$ cat src/rtl/arb_pkg.sv
// Shared definitions for the two-requester round-robin arbiter.
// Holds the FSM state encoding, the requester count and the one-hot
// grant encodings. The arbiter, its interface and its testbench all
// import this package.
package arb_pkg;

  localparam int unsigned NUM_REQ = 2;

  typedef enum logic [1:0] {
    IDLE = 2'b00,
    GNT0 = 2'b01,
    GNT1 = 2'b10
  } state_t;

  localparam logic [NUM_REQ-1:0] GRANT_NONE = 2'b00;
  localparam logic [NUM_REQ-1:0] GRANT_0    = 2'b01;
  localparam logic [NUM_REQ-1:0] GRANT_1    = 2'b10;

endpackage

$ cat src/rtl/rr_arbiter.sv
// Two-requester round-robin arbiter with a bounded hold time.
// A requester keeps the grant while it asks for it; when both ask, the
// owner yields after MAX_HOLD consecutive cycles. Ownership is handed
// straight from one requester to the other without an idle cycle.
// Parameters:
//   MAX_HOLD : consecutive grant cycles (1..15) before a contended yield.
// Ports:
//   clk     : input, clock; all state changes on its rising edge.
//   rst     : input, asynchronous active-low reset.
//   request : input [1:0], request[i] high when requester i wants access.
//   grant   : output [1:0], registered one-hot-or-zero grant.
module rr_arbiter
  import arb_pkg::*;
#(
  parameter int unsigned MAX_HOLD = 4
) (
  input  logic               clk,
  input  logic               rst,
  input  logic [NUM_REQ-1:0] request,
  output logic [NUM_REQ-1:0] grant
);

  localparam logic [3:0] HOLD_LAST = 4'(MAX_HOLD - 1);

  state_t     state;
  state_t     state_next;
  logic [3:0] hold;
  logic [3:0] hold_next;
  logic       last_served;
  logic       last_next;

  always_ff @(posedge clk or negedge rst) begin
    if (!rst) begin
      state       <= IDLE;
      hold        <= '0;
      last_served <= 1'b1;
    end else begin
      state       <= state_next;
      hold        <= hold_next;
      last_served <= last_next;
    end
  end

  always_comb begin
    state_next = state;
    hold_next  = hold;
    last_next  = last_served;

    unique case (state)
      IDLE: begin
        unique case (request)
          2'b01:   state_next = GNT0;
          2'b10:   state_next = GNT1;
          2'b11:   state_next = last_served ? GNT0 : GNT1;
          default: state_next = IDLE;
        endcase
      end
      GNT0: begin
        if (!request[0]) begin
          state_next = request[1] ? GNT1 : IDLE;
        end else if (request[1] && (hold == HOLD_LAST)) begin
          state_next = GNT1;
        end
      end
      GNT1: begin
        if (!request[1]) begin
          state_next = request[0] ? GNT0 : IDLE;
        end else if (request[0] && (hold == HOLD_LAST)) begin
          state_next = GNT0;
        end
      end
      default: state_next = IDLE;
    endcase

    // Any state change restarts the hold count; staying in a grant state
    // counts up and parks at HOLD_LAST, so an uncontended owner that later
    // sees contention yields at the very next edge.
    if (state_next != state) begin
      hold_next = '0;
    end else if ((state != IDLE) && (hold != HOLD_LAST)) begin
      hold_next = hold + 4'd1;
    end

    if (state_next == GNT0) begin
      last_next = 1'b0;
    end else if (state_next == GNT1) begin
      last_next = 1'b1;
    end
  end

  // Grant comes from the state register only, so reset clears it at once.
  always_comb begin
    grant = GRANT_NONE;
    unique case (state)
      GNT0:    grant = GRANT_0;
      GNT1:    grant = GRANT_1;
      default: grant = GRANT_NONE;
    endcase
  end

endmodule

$ cat config.mk
export PLATFORM = sky130hd
export DESIGN_NAME = rr_arbiter
export DESIGN_NICKNAME = d
export VERILOG_FILES = /design/src/rtl/arb_pkg.sv /design/src/rtl/rr_arbiter.sv
export SDC_FILE = /design/constraint.sdc
export NUM_CORES = 1
export LEC_CHECK = 0
export ABC_CLOCK_PERIOD_IN_PS = 2400
export CAP_MARGIN = 10
export CELL_PAD_IN_SITES_DETAIL_PLACEMENT = 0
export CELL_PAD_IN_SITES_GLOBAL_PLACEMENT = 1
export CORE_UTILIZATION = 35
export DETAILED_ROUTE_END_ITERATION = 6
export HOLD_SLACK_MARGIN = 0.05
export PLACE_DENSITY = 0.74
export SYNTH_ARGS = -nofsm -noshare
export SYNTH_HDL_FRONTEND = slang
export SYNTH_SLANG_ARGS = --single-unit
$ cat constraint.sdc
create_clock -name clk -period 2.4 [get_ports clk]
set_input_delay 0.36 -clock clk [delete_from_list [all_inputs] [get_ports clk]]
set_output_delay 0.36 -clock clk [all_outputs]
set_load 0.02 [all_outputs]
==> impl_metrics.yaml, run 1 <==
outcome:
  outcome: "complete, no violations"
clocking:
  cts_buffers: 3
  post_cts_buffers: 0
  clkTransAtPathRegs_ns: 0.05
  clkSinkCount: 7
  cts-resized-gates: 0
  clockRootBuffer: "clkbuf_4"
  clk_latency_ns: 0.26
  cts_buffer_depth: 2
  cts_hold_buf: 0
  cts_tree: "built"
  cts_max_level: 1
global_route:
  gr-total-overflow: 0
  track_usage: 0.156
  grt_max_degree: 13
  grt_pass1_wl_microns: 1560
  antenna_found_initial: 0
  top_usage_layer: "met2"
  grtUsageMet2: 0.221
  grt_pass1_vias: 370
  grtUsageMet1: 0.197
  met3_usage: 0.0511
floorplan:
  coreArea_sq_um: 1300
  boundaryPins: 6
  dieWidth_microns: 39.5
  start_util: 0.379
  die_area_sq_um: 1560
  fp.dieH_microns: 39.5
  rows: 13
logic_synthesis:
  synth_seq_cells: 7
  yosys.area.top_type: "dfrtp_1"
  ys_top_cells_by_count: "6 x dfrtp_1, 3 x nand2_1, 3 x nor2_1"
  synth.distinct_cells: 31
  synth.most_common_cell: "dfrtp_1"
  synth_edf_count: 0
  synthArstFlopShare: 1.00
  seq_area_frac_synth: 0.358
  syn_avg_cell_area_sq_um: 10.3
  synth.top_cell.area_share: 0.305
  syn-cell-area_sq_um: 493
  yosys_warnings: 0
  synth-main-ff-cell: "dfrtp_1"
  synthCells: 48
  syn-num-nets: 54
  synth.area.top_cells: "dfrtp_1 30%, dfstp_2 5.3%, and4bb_1 5.1%, ha_1 5.1%, mux2i_1 4.1%"
setup_path:
  r2r_setup_slack_ns: 0.44
  criticalPathCategory: "reg -> reg"
  crit_top_cell: "ha_1"
  cp_slowest_cell: "nor3b_2"
  reg2reg_from: "hold[0]"
  critical_path.endpoint_type: "flip-flop"
  path_delay_family: "adder cells"
  max_stage_delay_ns: 0.45
  cp_max_fo: 8
  cp.arrival_ns: 2.15
  path_cells: "ha_1, nor3b_2, o211ai_1, a31oi_1, ha_1, mux2i_1"
  start_kind: "flip-flop"
  critPathBufInv: 0
  startpoint: "hold[0]"
  cp.required_ns: 2.59
  reg2reg_to: "last_served"
  r2r_cells: 6
cells_and_area:
  nFillCells: 132
  drive_above_1_share: 0.182
  fin_cells: 70
  synthToLayoutAreaGrowth_pct: 16.8
  regArea_sq_um: 176
  fin_nets: 62
  n_antenna_cell: 0
  multi_input_area_sq_um: 297
timing:
  fin_crit_sh: 0.815
  max_freq_mhz: 511
  tightest_slew_ns: 0.477
  maxSlewViolCount: 0
  hold_violations: 0
  fin_setup_tns_ns: 0
  slew_headroom: 0.681
  setup_violations: 0
  period_minus_slack_ns: 1.96
  skew_ns: 0.00542
  grt_setup_unrepaired: "no"
detailed_routing:
  dr.pass1.iters: 4
  via_per_inst: 5.64
  wl_microns: 976
  num_vias: 395
  antenna_left: 0
  wl_per_cell_microns: 13.9
  drt_iter0_drc: 7
  drc: 0
power_and_ir_drop:
  peakVddDrop_mv: 0.365
  p_leak_uw: 0.000255
  pwr_density_cell_nw_per_um2: 719
min_path:
  holdCritPathClass: "in -> async"
placement:
  io_buffers: 5
  dp.cells: 66
  dp_hpwl_microns: 683
  gp_congestion: 0.704
job:
  drv_cap: 0
==> power by group <==
part / internal [uW] / switching [uW]
Combinational: 67.3 / 64.3
Sequential: 142 / 28.6
Clock: 63.7 / 47.8
==> through the flow <==
step	setup slack (ns)	power, uW	utilization	hold WS [ns]	instance area (sq um)
6_report	0.444	414	0.442	0.357	576
5_1_grt	0.227	442	0.442	0.391	576
4_1_cts	0.438	414	0.442	0.374	576
3_5_place_dp	0.439	303	0.422	0.506	549
3_3_place_gp	0.536	303	0.422	0.499	549
2_1_floorplan	0.685	270	-	0.0644	493
==> placed cells by master, fill, tap and decap left out, types with 2 or more instances in the layout <==
cell type	instances
nand2_1	3
clkbuf_4	3
nor2_1	3
nor3b_1	2
mux2i_1	2
and4bb_1	2
inv_1	2
o21ai_0	2
a21oi_1	2
ha_1	2
clkdlybuf4s50_1	5
o2111ai_1	2
dfrtp_1	6
==> cells by family (layout without fill, tap and decap cells) <==
group	count (synthesis)	count (layout)	share of synthesized area
muxes	2	2	0.0406
DFF	7	7	0.358
buffers and inverters	4	11	0.0406
AOI/OAI and AO/OA	15	15	0.249
adders and majority gates	2	2	0.0508
and+or+nand+nor	17	17	0.244
xor gates and xnor gates	1	1	0.0178
==> flip-flops by register name, summed over array words and instances (netlist names) <==
| signal | count |
|---|---|
| hold | 4 |
| state | 2 |
| last_served | 1 |
==> layout make-up <==
type / instances / share of cell area
Clock buffer: 4 / 0.0457
Tap cell: 15 / 0.0326
Timing Repair Buffer: 5 / 0.0870
Multi-Input combinational cell: 37 / 0.515
Sequential cell: 7 / 0.307
Inverter: 2 / 0.0130
==> layer usage <==
layer	wire length, microns	up-vias	part of all wire
met5	0	-	0
met2	408	8	0.42
met3	46	5	0.047
met1	486	182	0.50
li1	-	200	-
met4	34	0	0.035
==> worst max path at each step <==
stage | to | depth (start not counted)
after floorplan | last_served | 6
after global placement | last_served | 6
after detailed placement | last_served | 6
after CTS | last_served | 6
after global routing | last_served | 6
final | last_served | 6
Note: power is estimated with default switching activity, not from simulation.
==> run 2: changes to the inputs <==
--- a/config.mk
+++ b/config.mk
@@ -5,7 +5,7 @@
 export SDC_FILE = /design/constraint.sdc
 export NUM_CORES = 1
 export LEC_CHECK = 0
-export ABC_CLOCK_PERIOD_IN_PS = 2400
+export ABC_CLOCK_PERIOD_IN_PS = 1800
 export CAP_MARGIN = 10
 export CELL_PAD_IN_SITES_DETAIL_PLACEMENT = 0
 export CELL_PAD_IN_SITES_GLOBAL_PLACEMENT = 1
==> constraint.sdc (replaced) <==
create_clock -name clk -period 1.8 [get_ports clk]
set_input_delay 0.27 -clock clk [delete_from_list [all_inputs] [get_ports clk]]
set_output_delay 0.27 -clock clk [all_outputs]
set_load 0.02 [all_outputs]
==> impl_metrics.yaml, run 2 (synthesis results as in run 1) <==
placement:
  post_dp_cell_area_sq_um: 572
  dp_hpwl_microns: 748
  pre_cts_slack_ns: -0.0561
  gp_congestion: 0.664
  io_buffers: 5
clocking:
  cts_max_level: 1
  clkSinkCount: 7
  cts_buffers: 3
  clk_latency_ns: 0.24
  clockRootBuffer: "clkbuf_4"
  cts_buffer_depth: 2
  cts_hold_buf: 0
  clkTransAtPathRegs_ns: 0.05
  cts_tree: "built"
detailed_routing:
  wl_per_cell_microns: 13.6
  antenna_left: 0
  drt_iter0_drc: 5
  drc: 0
  via_per_inst: 5.72
  dr.pass1.iters: 4
  wl_microns: 1010
  num_vias: 423
timing:
  slew_headroom: 0.800
  setup_violations: 0
  max_freq_mhz: 580
  hold_violations: 0
  maxSlewViolCount: 0
  hold_slack_ns: 0.279
  tightest_slew_ns: 0.299
  fin_crit_sh: 0.958
  postLayoutSetupSlackWorst_ns: 0.0754
  skew_ns: 0.00181
  period_minus_slack_ns: 1.72
global_route:
  grt_pass1_vias: 390
  grt_max_degree: 13
  met3_usage: 0.0341
  antenna_found_initial: 0
  top_usage_layer: "met2"
  track_usage: 0.167
  grtUsageMet1: 0.199
  grtUsageMet2: 0.246
  grt_pass1_wl_microns: 1620
  gr-total-overflow: 0
cells_and_area:
  largest_register_ffs: 4
  reg_top3: "hold (4), state (2), last_served (1)"
  synthToLayoutAreaGrowth_pct: 31.2
  final_cell_mix: "4 x dfrtp_1, 4 x buf_4"
  design_area_sq_um: 647
  top_register: "hold"
  drive_above_1_share: 0.305
  fin_util: 0.497
  fin_nets: 66
  n_antenna_cell: 0
setup_path:
  reg2reg_from: "hold[1]"
  r2r_setup_slack_ns: 0.08
  critical_path.endpoint_type: "flip-flop"
  critPathBufInv: 0
  startpoint: "hold[1]"
  start_kind: "flip-flop"
  r2r_cells: 6
  reg2reg_to: "last_served"
  cp.depth: 6
  cp_slowest_cell: "dfrtp_1"
  path_cells: "ha_4, nor3b_4, a211o_1, a31oi_4, ha_1, mux2i_1"
  criticalPathCategory: "reg -> reg"
  crit_end: "last_served"
  cp.required_ns: 1.97
  cp.arrival_ns: 1.89
  max_stage_delay_ns: 0.42
  cp_max_fo: 5
  path_delay_family: "compound AO/OA/AOI/OAI gates"
power_and_ir_drop:
  peakVddDrop_mv: 0.458
  pwr_density_cell_nw_per_um2: 897
  total_power_uw: 580
  p_leak_uw: 0.000298
floorplan:
  dieWidth_microns: 39.5
  fp.dieH_microns: 39.5
  coreArea_sq_um: 1300
  rows: 13
  boundaryPins: 6
  die_area_sq_um: 1560
  start_util: 0.379
job:
  drv_cap: 0
outcome:
  outcome: "complete, no violations"
min_path:
  holdCritPathClass: "in -> async"
run 2: cell count changes in the layout (fill, tap and decap cells not counted), sizes merged:
cell	before	now
buf	0	4
clkdlybuf4s50	5	3
dlymetal6s2s	0	2
run 2: timing repair:
item,in CTS,in global routing
pin swaps,1,3
endpoints found under the setup margin,3,3
buffers inserted,0,1
resized for setup,4,5
run 2: worst min-delay path by stage:
stage                      from          end  depth (start not counted)
finish                      rst     state[1]                          1
global route                rst      hold[0]                          1
detailed placement  last_served  last_served                          2
CTS                         rst      hold[0]                          1
floorplan                   rst      hold[0]                          0
global placement    last_served  last_served                          2
run 2: layout make-up:
| cell class | instances | area [sq um] |
|---|---|---|
| fillers | 127 | 654 |
| multi-input cells | 37 | 330 |
| flip-flops and latches | 7 | 179 |
| repair buffers | 9 | 85.1 |
| clock buffers | 4 | 26.3 |
| well taps | 15 | 18.8 |
| inverters | 2 | 7.51 |
run 2: power breakdown:
group          total, uW  internal (uW)  switching, uW  leakage, uW
registers            233            192           41.1    0.0000883
logic                213            113            100     0.000195
clock network        135           84.1           50.4    0.0000150
run 2: per-stage QoR:
step	std cells	TNS [ns]
final	74	0
after global routing	74	-0.00428
after detailed placement	69	-0.0561
after floorplan	48	0
after CTS	73	0
after global placement	69	0
run 2: layer usage:
layer  vias up  wire [microns]
li1        208               -
met1       204             485
met2         9             472
met3         2              37
met4         0              12
met5         -               0
==> run 3: changes to the inputs <==
--- a/config.mk
+++ b/config.mk
@@ -12,7 +12,8 @@
 export CORE_UTILIZATION = 35
 export DETAILED_ROUTE_END_ITERATION = 6
 export HOLD_SLACK_MARGIN = 0.05
-export PLACE_DENSITY = 0.74
+export PLACE_DENSITY_LB_ADDON = 0.12
+export SLEW_MARGIN = 25
 export SYNTH_ARGS = -nofsm -noshare
 export SYNTH_HDL_FRONTEND = slang
 export SYNTH_SLANG_ARGS = --single-unit
==> impl_metrics.yaml, run 3 (synthesis results as in run 1) <==
setup_path:
  path_delay_family: "compound AO/OA/AOI/OAI gates"
  cp.required_ns: 1.97
  cp_max_fo: 5
  critical_path.endpoint_type: "flip-flop"
  path_cells: "ha_4, nor3b_4, a211o_1, a31oi_2, ha_1, mux2i_1"
  cp_slowest_cell: "dfrtp_1"
  start_kind: "flip-flop"
  criticalPathCategory: "reg -> reg"
  max_stage_delay_ns: 0.42
  critPathBufInv: 0
  cp.arrival_ns: 1.94
cells_and_area:
  reg_top3: "hold (4), state (2), last_served (1)"
  fin_util: 0.485
  nFillCells: 126
  largest_register_ffs: 4
  fin_nets: 65
  n_antenna_cell: 0
  synthToLayoutAreaGrowth_pct: 27.9
  top_register: "hold"
  drive_above_1_share: 0.293
  multi_input_area_sq_um: 322
  layout_commonest_cell: "dfrtp_1"
  regArea_sq_um: 179
global_route:
  grt_max_degree: 13
  grtUsageMet2: 0.262
  met3_usage: 0.0909
  grtUsageMet1: 0.240
  track_usage: 0.185
  gr-total-overflow: 0
  antenna_found_initial: 0
  grt_pass1_wl_microns: 1830
  top_usage_layer: "met2"
  grt_pass1_vias: 413
job:
  drv_cap: 0
floorplan:
  boundaryPins: 6
  fp.dieH_microns: 39.5
  die_area_sq_um: 1560
  coreArea_sq_um: 1300
  start_util: 0.379
  dieWidth_microns: 39.5
  rows: 13
timing:
  fin_crit_sh: 0.984
  max_freq_mhz: 565
  setup_violations: 0
  maxSlewViolCount: 0
  fin_setup_tns_ns: 0
  period_minus_slack_ns: 1.77
  skew_ns: 0.00826
  grt_setup_unrepaired: "yes"
  tightest_slew_ns: 0.330
  hold_violations: 0
  slew_headroom: 0.779
power_and_ir_drop:
  p_switching_uw: 199
  p_int_uw: 381
  p_sw_frac: 0.343
  p_seq_frac: 0.409
  pwr-share-comb: 0.346
  power.share.clock: 0.244
  p_leak_uw: 0.000293
  pwr_density_cell_nw_per_um2: 920
  peakVddDrop_mv: 0.489
detailed_routing:
  drt_iter0_drc: 6
  wl_microns: 1120
  drc: 0
  via_per_inst: 5.79
  antenna_left: 0
  wl_per_cell_microns: 15.4
  num_vias: 423
  dr.pass1.iters: 4
clocking:
  cts_hold_buf: 0
  cts_buffer_depth: 2
  clk_latency_ns: 0.25
  cts_buffers: 3
  clkSinkCount: 7
  cts_tree: "built"
  clkTransAtPathRegs_ns: 0.06
  cts_max_level: 1
  clockRootBuffer: "clkbuf_4"
min_path:
  holdCritPathClass: "in -> async"
placement:
  dp_hpwl_microns: 754
  io_buffers: 5
  gp_congestion: 0.733
outcome:
  outcome: "complete, no violations"
-- run 3: power by group through the flow --
stage | logic (uW) | registers [uW] | clock network [uW]
6_report | 201 | 238 | 142
5_1_grt | 225 | 240 | 159
4_1_cts | 196 | 230 | 149
3_5_place_dp | 189 | 229 | 0
3_3_place_gp | 181 | 226 | 0
2_1_floorplan | 155 | 205 | 0
-- run 3: area by class of cell --
type,instances,area share
Sequential cell,7,0.284
Timing Repair Buffer,8,0.123
Clock buffer,4,0.0417
Tap cell,15,0.0298
Multi-Input combinational cell,37,0.510
Inverter,2,0.0119
-- run 3: path summary, 6_finish.rpt --
path	start	end	slack, ns	depth (start not counted)
worst min register to register	last_served	last_served	0.53	2
worst max register to register	hold[1]	last_served	0.03	6
min in group clk	last_served	last_served	0.53	2
max in group asynchronous	rst	last_served	1.22	1
worst max-delay path	hold[1]	last_served	0.03	6
worst min-delay path	rst	hold[1]	0.28	1
-- run 3: per-stage QoR --
stage	total power, uW	cells	hold WS, ns	instance area (sq um)	setup slack, ns
detailed placement	419	68	0.509	564	-0.0490
CTS	575	72	0.284	602	0.00229
finish	580	73	0.280	631	0.0291
global route	625	73	0.295	631	-0.0683
floorplan	359	48	-0.0256	493	0.0851
global placement	406	68	0.489	564	0.0710
-- run 3: what timing repair did --
action / CTS / global route
pin swaps: 1 / 2
buffers inserted: 0 / 1
resized for setup: 4 / 4
endpoints found under the setup margin: 3 / 3
-- run 3: worst register-to-register path, stage by stage (launching register included) --
cell and delay (ns):
dfrtp_1 0.42, ha_4 0.19, nor3b_4 0.16, a211o_1 0.29
a31oi_2 0.21, ha_1 0.26, mux2i_1 0.16
-- run 3: metal layers --
layer,vias up,routed length [microns]
met5,-,0
met4,0,6
met3,2,63
met2,13,518
met1,201,535
li1,207,-
